File: config.mk
export PLATFORM = sky130hd
export DESIGN_NAME = bram_arbiter
export DESIGN_NICKNAME = d
export VERILOG_FILES = /design/src/rtl/bram_arb_pkg.sv /design/src/rtl/bram_arbiter_rr.sv /design/src/rtl/bram_arbiter.sv
export SDC_FILE = /design/constraint.sdc
export NUM_CORES = 1
export LEC_CHECK = 0
export ABC_AREA = 1
export BUFFER_PORTS_ARGS = -buffer_cell sky130_fd_sc_hd__buf_2
export CORE_ASPECT_RATIO = 0.8
export CORE_MARGIN = 5
export CORE_UTILIZATION = 32
export CTS_BUF_LIST = sky130_fd_sc_hd__clkbuf_8
export CTS_CLUSTER_DIAMETER = 60
export CTS_CLUSTER_SIZE = 25
export DETAILED_ROUTE_END_ITERATION = 10
export PLACE_DENSITY = 0.86
export SYNTH_ARGS = -nofsm -noshare
export SYNTH_HDL_FRONTEND = slang
export SYNTH_SLANG_ARGS = --single-unit
File: constraint.sdc
create_clock -name clk_i -period 1.4 [get_ports clk_i]
set_input_delay 0.14 -clock clk_i [delete_from_list [all_inputs] [get_ports clk_i]]
set_output_delay 0.14 -clock clk_i [all_outputs]
set_load 0.005 [all_outputs]
File: src/rtl/bram_arb_pkg.sv
// Shared types and defaults for the BRAM arbiter: FSM states, the response
// pipeline entry and the default geometry of the shared memory.
package bram_arb_pkg;

   localparam int DEF_ADDR_W = 14;
   localparam int DEF_DATA_W = 32;
   localparam int DEF_DEPTH  = 64;

   // Requester ids are carried in a fixed-width field wide enough for 4 requesters.
   localparam int ID_W = 2;

   typedef enum logic {
      CLEAR = 1'b0,
      SERVE = 1'b1
   } arb_state_e;

   // One entry of the response pipeline: the access issued last cycle.
   typedef struct packed {
      logic            valid;
      logic [ID_W-1:0] id;
      logic            err;
   } rsp_entry_t;

endpackage

File: src/rtl/bram_arbiter_rr.sv
// Combinational round-robin arbiter: grants the first requester found when
// scanning cyclically from the pointer position.
module rr_arbiter
   import bram_arb_pkg::*;
#(
   parameter int N     = 2,
   parameter int IDX_W = (N > 1) ? $clog2(N) : 1
) (
   input  logic [N-1:0]     req_i,
   input  logic [IDX_W-1:0] ptr_i,
   output logic [N-1:0]     gnt_o,
   output logic [IDX_W-1:0] idx_o
);

   // One extra bit so ptr + offset cannot overflow before the modulo fold.
   localparam int SUM_W = IDX_W + 1;

   logic [SUM_W-1:0] cand_sum;
   logic [IDX_W-1:0] cand;
   logic             found;

   // Scan offsets 0..N-1 from the pointer and keep the first active request.
   always_comb begin
      gnt_o    = '0;
      idx_o    = '0;
      found    = 1'b0;
      cand_sum = '0;
      cand     = '0;
      for (int i = 0; i < N; i++) begin
         cand_sum = {1'b0, ptr_i} + SUM_W'(i);
         if (cand_sum >= SUM_W'(N)) begin
            cand_sum = cand_sum - SUM_W'(N);
         end
         cand = cand_sum[IDX_W-1:0];
         if (!found && req_i[cand]) begin
            found       = 1'b1;
            gnt_o[cand] = 1'b1;
            idx_o       = cand;
         end
      end
   end

endmodule

File: src/rtl/bram_arbiter.sv
// Shares one single-port BRAM between NUM_REQ valid/ready requesters with
// round-robin arbitration, one access per cycle and a fixed 1-cycle response.
// Optionally zero-fills the memory after reset before serving anyone.
module bram_arbiter
   import bram_arb_pkg::*;
#(
   parameter int NUM_REQ        = 2,
   parameter int ADDR_W         = DEF_ADDR_W,
   parameter int DATA_W         = DEF_DATA_W,
   parameter int DEPTH          = DEF_DEPTH,
   parameter bit CLEAR_ON_RESET = 1'b1
) (
   input  logic                      clk_i,
   input  logic                      rst_ni,
   input  logic [NUM_REQ-1:0]        req_valid_i,
   output logic [NUM_REQ-1:0]        req_ready_o,
   input  logic [NUM_REQ-1:0]        req_we_i,
   input  logic [NUM_REQ*ADDR_W-1:0] req_addr_i,
   input  logic [NUM_REQ*DATA_W-1:0] req_wdata_i,
   output logic [NUM_REQ-1:0]        rsp_valid_o,
   output logic [DATA_W-1:0]         rsp_rdata_o,
   output logic                      rsp_err_o,
   output logic                      busy_o,
   output logic                      bram_en_o,
   output logic                      bram_we_o,
   output logic [ADDR_W-1:0]         bram_addr_o,
   output logic [DATA_W-1:0]         bram_d_o,
   input  logic [DATA_W-1:0]         bram_q_i
);

   localparam int IDX_W = (NUM_REQ > 1) ? $clog2(NUM_REQ) : 1;
   localparam int CNT_W = (DEPTH > 1) ? $clog2(DEPTH) : 1;

   localparam logic [ADDR_W:0]  DEPTH_EXT = (ADDR_W + 1)'(DEPTH);
   localparam logic [CNT_W-1:0] CNT_LAST  = CNT_W'(DEPTH - 1);
   localparam logic [IDX_W-1:0] IDX_LAST  = IDX_W'(NUM_REQ - 1);
   localparam arb_state_e       RST_STATE = CLEAR_ON_RESET ? CLEAR : SERVE;

   arb_state_e       state_q, state_d;
   logic [CNT_W-1:0] cnt_q, cnt_d;
   logic [IDX_W-1:0] ptr_q, ptr_d;
   rsp_entry_t       rsp_q, rsp_d;

   logic [NUM_REQ-1:0] gnt;
   logic [IDX_W-1:0]   gnt_idx;
   logic [ADDR_W-1:0]  sel_addr;
   logic [DATA_W-1:0]  sel_wdata;
   logic               sel_we;
   logic               in_range;
   logic               accept;

   rr_arbiter #(
      .N     (NUM_REQ),
      .IDX_W (IDX_W)
   ) u_rr (
      .req_i (req_valid_i),
      .ptr_i (ptr_q),
      .gnt_o (gnt),
      .idx_o (gnt_idx)
   );

   // Route the granted requester's fields; extra top bit keeps the range
   // compare correct even when DEPTH equals 2**ADDR_W.
   assign sel_addr  = req_addr_i[gnt_idx*ADDR_W +: ADDR_W];
   assign sel_wdata = req_wdata_i[gnt_idx*DATA_W +: DATA_W];
   assign sel_we    = req_we_i[gnt_idx];
   assign in_range  = ({1'b0, sel_addr} < DEPTH_EXT);

   // Next-state, grant and BRAM drive. Ready is forced low while reset is
   // held so no requester sees an acceptance that the registers will drop.
   always_comb begin
      state_d     = state_q;
      cnt_d       = cnt_q;
      ptr_d       = ptr_q;
      rsp_d       = '0;
      req_ready_o = '0;
      bram_en_o   = 1'b0;
      bram_we_o   = 1'b0;
      bram_addr_o = '0;
      bram_d_o    = '0;
      accept      = 1'b0;
      case (state_q)
         CLEAR: begin
            bram_en_o   = 1'b1;
            bram_we_o   = 1'b1;
            bram_addr_o = ADDR_W'(cnt_q);
            if (cnt_q == CNT_LAST) begin
               cnt_d   = '0;
               state_d = SERVE;
            end else begin
               cnt_d = cnt_q + CNT_W'(1);
            end
         end
         SERVE: begin
            accept      = rst_ni && (|gnt);
            bram_addr_o = sel_addr;
            bram_d_o    = sel_wdata;
            if (accept) begin
               req_ready_o = gnt;
               // Out-of-range requests are accepted but never touch the BRAM.
               bram_en_o   = in_range;
               bram_we_o   = in_range && sel_we;
               ptr_d       = (gnt_idx == IDX_LAST) ? '0 : gnt_idx + IDX_W'(1);
               rsp_d.valid = 1'b1;
               rsp_d.id    = ID_W'(gnt_idx);
               rsp_d.err   = !in_range;
            end
         end
         default: begin
            state_d = RST_STATE;
         end
      endcase
   end

   // State, fill counter, round-robin pointer and the in-flight response entry.
   always_ff @(posedge clk_i or negedge rst_ni) begin
      if (!rst_ni) begin
         state_q <= RST_STATE;
         cnt_q   <= '0;
         ptr_q   <= '0;
         rsp_q   <= '0;
      end else begin
         state_q <= state_d;
         cnt_q   <= cnt_d;
         ptr_q   <= ptr_d;
         rsp_q   <= rsp_d;
      end
   end

   // Response decode: one-hot strobe, error flag, and BRAM data masked to
   // zero for out-of-range accesses where the BRAM output is stale.
   always_comb begin
      rsp_valid_o = '0;
      for (int k = 0; k < NUM_REQ; k++) begin
         rsp_valid_o[k] = rsp_q.valid && (rsp_q.id == ID_W'(k));
      end
      rsp_err_o   = rsp_q.valid && rsp_q.err;
      rsp_rdata_o = (rsp_q.valid && !rsp_q.err) ? bram_q_i : '0;
   end

   assign busy_o = (state_q == CLEAR);

`ifndef SYNTHESIS
   // A stalled requester must keep its request valid and unchanged.
   for (genvar k = 0; k < NUM_REQ; k++) begin : g_hold_chk
      a_hold_stable : assert property (
         @(posedge clk_i) disable iff (!rst_ni)
         (req_valid_i[k] && !req_ready_o[k]) |=>
            (req_valid_i[k]
             && $stable(req_we_i[k])
             && $stable(req_addr_i[k*ADDR_W +: ADDR_W])
             && $stable(req_wdata_i[k*DATA_W +: DATA_W])));
   end
`endif

endmodule

==> metrics.cfg <==
[cts]
htree_levels = 1
root_buffer = clkbuf_8
clockBufferDepth = 2
clk-insertion-delay-late_ps = 230
cts_tree = done
numCtsBuffers = 3
clock_sinks = 11
cts.clk_slew.worst_paths_ps = 50

[global_route]
grt_pass1_wl_um = 11200
grt-ovfl-total = 0
antenna_found_initial = 0
met3_usage_pct = 4.82
grtUsageMet2_pct = 36.5
grt_usage_pct = 21.3
grt_max_degree = 40
met1_usage_pct = 28.5
busiest_layer = met2
grt_pass1_vias = 2434

[synth]
syn-num-nets = 453
synth_top_family_by_area = simple AND/OR/NAND/NOR gates
synthTopCellsByArea = nor2_1, dfrtp_1, inv_1, o21ai_0, nand2_1
synth_edf_count = 0
ys_warn_count = 0
synthCells = 322
ys_async_sr_fraction_pct = 100
synth_area_mm2 = 0.00162
ys_ff_latch = 11
synthMuxAreaShare_pct = 0
synth_commonest_cells = nor2_1, inv_1, o21ai_0
syn_avg_cell_area_um2 = 5.02
yosys.cell_types.count = 21
synth_most_common_cell = nor2_1
synthAdderAreaFrac_pct = 0.775
yosysTopAreaCell = nor2_1
synth-seq-area-share_pct = 17.0
synth-compound-area-share_pct = 17.0
yosys.area.top_type_share_pct = 27.0
synth_xor_area_share_pct = 1.08
yosys_most_used_dff = dfrtp_1
synthSimpleGateAreaFrac_pct = 43.9

[setup_path]
path_class = reg -> out
critPathRequiredTime_ps = 1260
crit_path_start_kind = flop
rrSetupSlack_ps = -200
path_max_fanout = 4
arrival_ps = 1570
worstSetupEndpointType = primary output

[finish]
final_nets = 685
final_layout_size_suffix_gt1_share_pct = 54.8
syn2layout_area_growth_pct = 96.2
fillers = 474
insertedDiodeCount = 0

[floorplan]
ios = 216
die-area_mm2 = 0.00658
die_w_um = 89.4
row_count = 23
initial_core_util_pct = 32.6
die_y_um = 73.5
coreArea_mm2 = 0.00495

[drt]
totalWireLength_um = 8170
ant_nets = 0
vias = 2883
vias_per_cell = 4.69
post_drt_wl_per_cell_um = 13.3
drtPass1Iterations = 5
drtIter0Drc = 82
drc = 0

[power]
leakagePower_nw = 2.10
switching_power_w = 0.000362
power_frac_seq_pct = 28.6
p_per_area_mw_per_mm2 = 355
power_w = 0.00112
peakVddDrop_mv = 0.305
combPwrFrac_pct = 44.2
sw_frac_of_total_pct = 32.1
p_int_w = 0.000763
p_clk_share_pct = 27.2

[sta]
timing.hold.ws_ps = 381
drv_slew = 0
rsz0062_at_grt = true
tns_ps = -8080
relSlewSlack_pct = 75.6
setup-violations-final = 49
timing.final.crit_period_ps = 1710
finClkSkew_ps = 1.63
worst_slew_pin_slew_ps = 363
setup_slack_ps = -314
fmax_mhz = 583
hold_viol_final = 0
min_period_over_period_pct = 122

[hold_path]
hold_class = in -> reg

[flow_run]
max-cap-violations = 0

[placed_design]
gp_congestion = 0.925
io_buffers = 215
hpwlAfterDp_um = 6230

[outcome]
status = finished with violations
violations = negative setup slack

## path summary, 6_finish.rpt
path / startpoint / endpoint / depth (start not counted)
hold / removal: rst_ni / rsp_q[1] / 3
setup reg to reg: ptr_q / rsp_q[0] / 11
max in group asynchronous: rst_ni / state_q / 3
min in group asynchronous: rst_ni / rsp_q[1] / 3
hold reg to reg: cnt_q[0] / cnt_q[0] / 1
setup / recovery: ptr_q / bram_we_o / 10
## cell usage in the layout (no fill, tap or decap), drive strengths merged
master / n
ha: 1
nand4: 2
dlygate4sd3: 1
o21ai: 44
buf: 242
a21oi: 6
nand2: 43
nor2: 117
nor3: 2
dfrtp: 11
clkbuf: 3
inv: 61
o22ai: 4
nand3: 7
or2: 5
nand3b: 2
xor2: 2
## layout make-up
class | instances | area (um2) | area share, %
Inverter | 60 | 225 | 7.11
Clock inverter | 1 | 3.75 | 0.118
Clock buffer | 3 | 41.3 | 1.30
Timing Repair Buffer | 243 | 1320 | 41.5
Multi-Input combinational cell | 235 | 1230 | 38.7
Tap cell | 62 | 77.6 | 2.45
Sequential cell | 11 | 278 | 8.76
## registers in the layout, summed over array words and instances (netlist names)
signal / cells
cnt_q: 6
ptr_q: 1
state_q: 1
rsp_q: 3
## cells by family after synthesis
group           after synthesis
fa+ha+maj                     1
xor+xnor                      2
compound gates               54
simple gates                174
buf+inv                      80
flops                        11
## power by group through the flow
stage	clock (W)	sequential [W]	combinational, W
floorplan	0	0.000326	0.000156
global placement	0	0.000326	0.000386
detailed placement	0	0.000326	0.000395
CTS	0.000318	0.000321	0.000418
global route	0.000343	0.000322	0.000547
finish	0.000305	0.000322	0.000497
## per-stage QoR
stage | setup WS (ps) | instances | instance area, um2 | util, %
3_5_place_dp | -66.8 | 597 | 2820 | 56.9
6_report | -314 | 615 | 3170 | 64.0
4_1_cts | -264 | 606 | 2950 | 59.6
2_1_floorplan | 145 | 322 | 1620 | -
3_3_place_gp | -23.1 | 597 | 2820 | 56.9
5_1_grt | -388 | 615 | 3170 | 64.0
## timing repair
| item | CTS | global route |
|---|---|---|
| resized for setup | 20 | 57 |
| hold buffers | 1 | 0 |
| endpoints found under the setup margin | 82 | 83 |
| endpoints found under the hold margin | 11 | 0 |
| cloned | 2 | 2 |
| buffers inserted | 4 | 7 |
| pin swaps | 12 | 15 |
## critical path, cell delays in order, from the launching register on
cell and delay [ps]:
dfrtp_1 400, inv_2 80, nand2_4 90, buf_6 120, nand3b_1 90, nand2_2 100
nand2_2 80, nor2_4 100, nand4_1 110, nand2_1 70, buf_2 100
## routing by layer
layer  routed length, um  share of wire [%]
met1                3330                 41
met2                4110                 50
met3                 684                8.4
met4                  48               0.59
met5                   0                  0
Note: power is estimated with default switching activity, not from simulation.
